--- src/rtl/switch_debounce4.sv ---
// rtl/switch_debounce4.sv - four-channel switch synchroniser and debouncer feeding the AOI gate inputs.
// Optional edge pulses on rise_pulse/fall_pulse are enabled by defining SWITCH_DEBOUNCE_EDGE_EN.
module switch_debounce4 #(
    parameter int                 WIDTH      = 4,
    parameter int                 DEB_CYCLES = 1000000,
    parameter int                 CNT_W      = 24,
    parameter logic [WIDTH-1:0]   RST_VAL    = '0
) (
    input  logic             clk,
    input  logic             rst_n,
    input  logic [WIDTH-1:0] raw_in,
    output logic [WIDTH-1:0] stable_out,
    output logic [WIDTH-1:0] busy,
    output logic [WIDTH-1:0] rise_pulse,
    output logic [WIDTH-1:0] fall_pulse
);

    typedef enum logic {
        ST_STABLE = 1'b0,
        ST_COUNT  = 1'b1
    } state_t;

    localparam logic [CNT_W-1:0] CNT_LAST = CNT_W'(DEB_CYCLES - 1);
    localparam logic [CNT_W-1:0] CNT_ONE  = CNT_W'(1);

    logic [WIDTH-1:0] sync1;
    logic [WIDTH-1:0] sync2;

    // Plain two-flop synchroniser, nothing between the stages.
    always_ff @(posedge clk or negedge rst_n) begin
        if (!rst_n) begin
            sync1 <= RST_VAL;
            sync2 <= RST_VAL;
        end else begin
            sync1 <= raw_in;
            sync2 <= sync1;
        end
    end

    for (genvar i = 0; i < WIDTH; i++) begin : g_chan
        state_t           state;
        logic [CNT_W-1:0] cnt;
        logic             stable_q;
        logic             busy_q;
`ifdef SWITCH_DEBOUNCE_EDGE_EN
        logic             rise_q;
        logic             fall_q;
`endif

        always_ff @(posedge clk or negedge rst_n) begin
            if (!rst_n) begin
                state    <= ST_STABLE;
                cnt      <= '0;
                stable_q <= RST_VAL[i];
                busy_q   <= 1'b0;
`ifdef SWITCH_DEBOUNCE_EDGE_EN
                rise_q   <= 1'b0;
                fall_q   <= 1'b0;
`endif
            end else begin
`ifdef SWITCH_DEBOUNCE_EDGE_EN
                rise_q <= 1'b0;
                fall_q <= 1'b0;
`endif
                case (state)
                    ST_STABLE: begin
                        if (sync2[i] != stable_q) begin
                            state  <= ST_COUNT;
                            cnt    <= CNT_ONE;
                            busy_q <= 1'b1;
                        end else begin
                            cnt    <= '0;
                            busy_q <= 1'b0;
                        end
                    end
                    ST_COUNT: begin
                        // Any bounce throws away all accumulated qualification time.
                        if (sync2[i] == stable_q) begin
                            state  <= ST_STABLE;
                            cnt    <= '0;
                            busy_q <= 1'b0;
                        end else if (cnt == CNT_LAST) begin
                            state    <= ST_STABLE;
                            cnt      <= '0;
                            busy_q   <= 1'b0;
                            stable_q <= sync2[i];
`ifdef SWITCH_DEBOUNCE_EDGE_EN
                            rise_q   <= sync2[i];
                            fall_q   <= ~sync2[i];
`endif
                        end else begin
                            cnt <= cnt + CNT_ONE;
                        end
                    end
                    default: begin
                        state  <= ST_STABLE;
                        cnt    <= '0;
                        busy_q <= 1'b0;
                    end
                endcase
            end
        end

        assign stable_out[i] = stable_q;
        assign busy[i]       = busy_q;
`ifdef SWITCH_DEBOUNCE_EDGE_EN
        assign rise_pulse[i] = rise_q;
        assign fall_pulse[i] = fall_q;
`else
        assign rise_pulse[i] = 1'b0;
        assign fall_pulse[i] = 1'b0;
`endif
    end

endmodule
--- config.mk ---
export PLATFORM = sky130hd
export DESIGN_NAME = switch_debounce4
export DESIGN_NICKNAME = d
export VERILOG_FILES = /design/src/rtl/switch_debounce4.sv
export SDC_FILE = /design/constraint.sdc
export NUM_CORES = 1
export LEC_CHECK = 0
export BUFFER_PORTS_ARGS = -buffer_cell sky130_fd_sc_hd__buf_2
export CAP_MARGIN = 25
export CORE_MARGIN = 2
export CORE_UTILIZATION = 60
export DETAILED_ROUTE_END_ITERATION = 8
export GPL_ROUTABILITY_DRIVEN = 0
export MAX_ROUTING_LAYER = met4
export PLACE_DENSITY = 0.89
export SETUP_SLACK_MARGIN = 0.05
export SLEW_MARGIN = 30
export SYNTH_ARGS = -nofsm -noshare
export SYNTH_HDL_FRONTEND = slang
export SYNTH_SLANG_ARGS = --single-unit
--- constraint.sdc ---
create_clock -name clk -period 2.43 [get_ports clk]
set_input_delay 0.243 -clock clk [delete_from_list [all_inputs] [get_ports clk]]
set_output_delay 0.243 -clock clk [all_outputs]
set_load 0.03 [all_outputs]
==> impl_metrics.json <==
{
  "status": "complete, no violations",
  "cp-end-kind": "flip-flop",
  "tritoncts": "yes",
  "drt_iter0_markers": 303,
  "syn_inst": 602,
  "setup_tns_ps": 0,
  "die_area_mm2": 0.0105,
  "r2r.worst_path.cells": 4,
  "synth_edf_count": 0,
  "final_nets": 625,
  "path_buf_inv": 0,
  "clockBufferDepth": 2,
  "place_area_mm2": 0.00593,
  "crit_type": "reg -> reg",
  "path_delay_family": "simple AND/OR/NAND/NOR gates",
  "pre_cts_slack_ps": 237,
  "htreeDepth": 4,
  "seq_area_mm2": 0.00290,
  "slowest_delay_ps": 530,
  "worst_pin_slew_ps": 651,
  "cp_max_fo": 6,
  "grt_antenna_before_repair": 0,
  "layout-drive-gt1-share": 0.112,
  "grt_max_degree": 60,
  "grt_pass1_wl_um": 21300,
  "cp_cell_sequence": "or4_1 -> or4_4 -> nor4_1 -> mux2_2",
  "critPathRequiredTime_ps": 2830,
  "vias_per_cell": 6.23,
  "hpwlAfterDp_um": 7970,
  "layout_common_cells": "dfrtp_1, nor2_1, a21oi_1",
  "first_global_vias": 4623,
  "hold_class": "in -> async",
  "multiInputGateArea_mm2": 0.00264,
  "period_share": 0.917,
  "netlist_area_mm2": 0.00583,
  "fillers": 653,
  "die_h_um": 103,
  "ir_drop_uv": 632,
  "route.detailed.wl_per_inst_um": 16.6,
  "antennaDiodeCount": 0,
  "syn_to_final_growth_pct": 13.1,
  "die_x_um": 103,
  "core_mm2": 0.00933,
  "insertion_delay_ps": 520,
  "finalInstanceArea_mm2": 0.00660,
  "fmax_ghz": 0.449,
  "slowest_stage": "or4_1",
  "period_minus_slack_ps": 2230,
  "critPathLaunchType": "flip-flop",
  "cts_num_sinks": 116,
  "r2r_end": "g_chan[2].stable_q",
  "overflow": 0,
  "portBuffers": 13,
  "yosys_warnings": 0,
  "routed_wl_um": 12500,
  "slew_headroom": 0.562,
  "fin_ws_ps": 201,
  "skew_ps": 7.38,
  "final_common_cell": "dfrtp_1",
  "track_usage": 0.268,
  "ant_nets": 0,
  "finalHoldViolCount": 0,
  "whs_ps": 243,
  "syn_avg_cell_area_um2": 9.69,
  "rrSetupSlack_ps": 200,
  "pin_count": 22,
  "initial_core_util": 0.625,
  "vias": 4708,
  "cts-root-buf": "clkbuf_8",
  "cap_violations": 0,
  "first_pass_iters": 4,
  "slew_viol_final": 0,
  "grt_setup_unrepaired": "false",
  "power_leakage_nw": 2.58,
  "p_per_area_mw_per_mm2": 716,
  "rr_startpoint": "g_chan[2].cnt[20]",
  "synth_ff_type": "dfrtp_1",
  "fp-row-count": 35,
  "drc": 0,
  "synth.distinct_cells": 42,
  "synth-seq-area-share": 0.498,
  "cts_inserted_buffers": 17,
  "critPathArrivalTime_ps": 2630,
  "cts.clk_slew.worst_paths_ps": 60,
  "finalSetupViolCount": 0,
  "ys_ff_latch": 116,
  "synthArstFlopShare": 1.00
}
-- final cells by class --
class                   count  share of cell area
repair buffers             26              0.0307
clock inverters            10              0.0233
inverters                  21              0.0119
multi-input cells         433               0.400
well taps                 129              0.0245
flip-flops and latches    116               0.440
clock buffers              21              0.0696
-- through the flow --
step / power [W] / instances / utilization
2_1_floorplan: 0.00210 / 609 / -
3_3_place_gp: 0.00216 / 720 / 0.636
3_5_place_dp: 0.00216 / 720 / 0.636
4_1_cts: 0.00475 / 756 / 0.707
5_1_grt: 0.00487 / 756 / 0.708
6_report: 0.00473 / 756 / 0.708
-- power breakdown --
| group | switching, W | leakage (nW) | internal, W |
|---|---|---|---|
| sequential | 0.0000226 | 1.58 | 0.00196 |
| clock | 0.000860 | 0.307 | 0.00173 |
| combinational | 0.000114 | 0.697 | 0.0000432 |
-- logic make-up after synthesis --
| family | Yosys count | synth area share |
|---|---|---|
| AO/OA/AOI/OAI | 98 | 0.101 |
| XOR/XNOR | 52 | 0.0781 |
| adder cells (fa/ha/maj) | 4 | 0.00858 |
| buffers and inverters | 60 | 0.0547 |
| flip-flops | 116 | 0.498 |
| multiplexers | 4 | 0.00772 |
| other | 1 | 0.000643 |
| AND/OR/NAND/NOR | 267 | 0.252 |
-- synthesized netlist by cell type (all sizes together) (2+ instances only) --
master    n  area [µm²]
dfrtp   116        2900
nor2     66         248
a21oi    47         235
nand3    39         200
nand4    32         213
nand2    30         113
xnor2    30         263
or4      29         233
o21ai    23         119
buf      22         175
xor2     22         193
inv      21        78.8
o31ai    20         150
or3      20         125
clkbuf   17        65.1
nor3     15        80.1
nor4     13        81.3
and3      8        50.1
and4      7        62.6
ha        4        50.1
mux2      4        45.0
nand4b    3        26.3
nor4b     3        26.3
a31o      2        17.5
o21bai    2        15.0
-- sequential cells by signal (all words and copies together), names as in the netlist --
name	flops
g_chan.busy_q	4
g_chan.cnt	96
sync2	4
g_chan.state	4
g_chan.stable_q	4
sync1	4
-- worst reg2reg max path, stage by stage (launching register included) --
cell	delay [ps]
dfrtp_1	430
or4_1	530
or4_4	460
nor4_1	340
mux2_2	370
-- layer usage --
layer  up-vias  wire, µm  global-route usage
met2       140      6520               0.442
met5         -         0                   -
li1       2192         -                   -
met1      2344      5170               0.310
met3        32       556              0.0692
met4         0       289               0.117
-- worst max-delay path by stage --
stage / slack, ps / start / cells after the start / endpoint
final: 200 / g_chan[2].cnt[20] / 4 / g_chan[2].stable_q
after global routing: 70 / g_chan[1].cnt[0] / 5 / g_chan[1].cnt[20]
after CTS: 170 / g_chan[1].cnt[0] / 5 / g_chan[1].cnt[20]
after detailed placement: 240 / g_chan[2].cnt[20] / 4 / g_chan[2].stable_q
after global placement: 280 / g_chan[2].cnt[20] / 4 / g_chan[2].stable_q
after floorplan: 280 / g_chan[3].cnt[0] / 7 / g_chan[3].cnt[22]
-- what timing repair did --
item | CTS | global route
endpoints found under the setup margin | 0 | 1
endpoints found under the hold margin | 40 | 0
resized for setup | 0 | 1
buffers inserted | 0 | 0
hold buffers | 5 | 0
(Power assumes the default switching activity.)
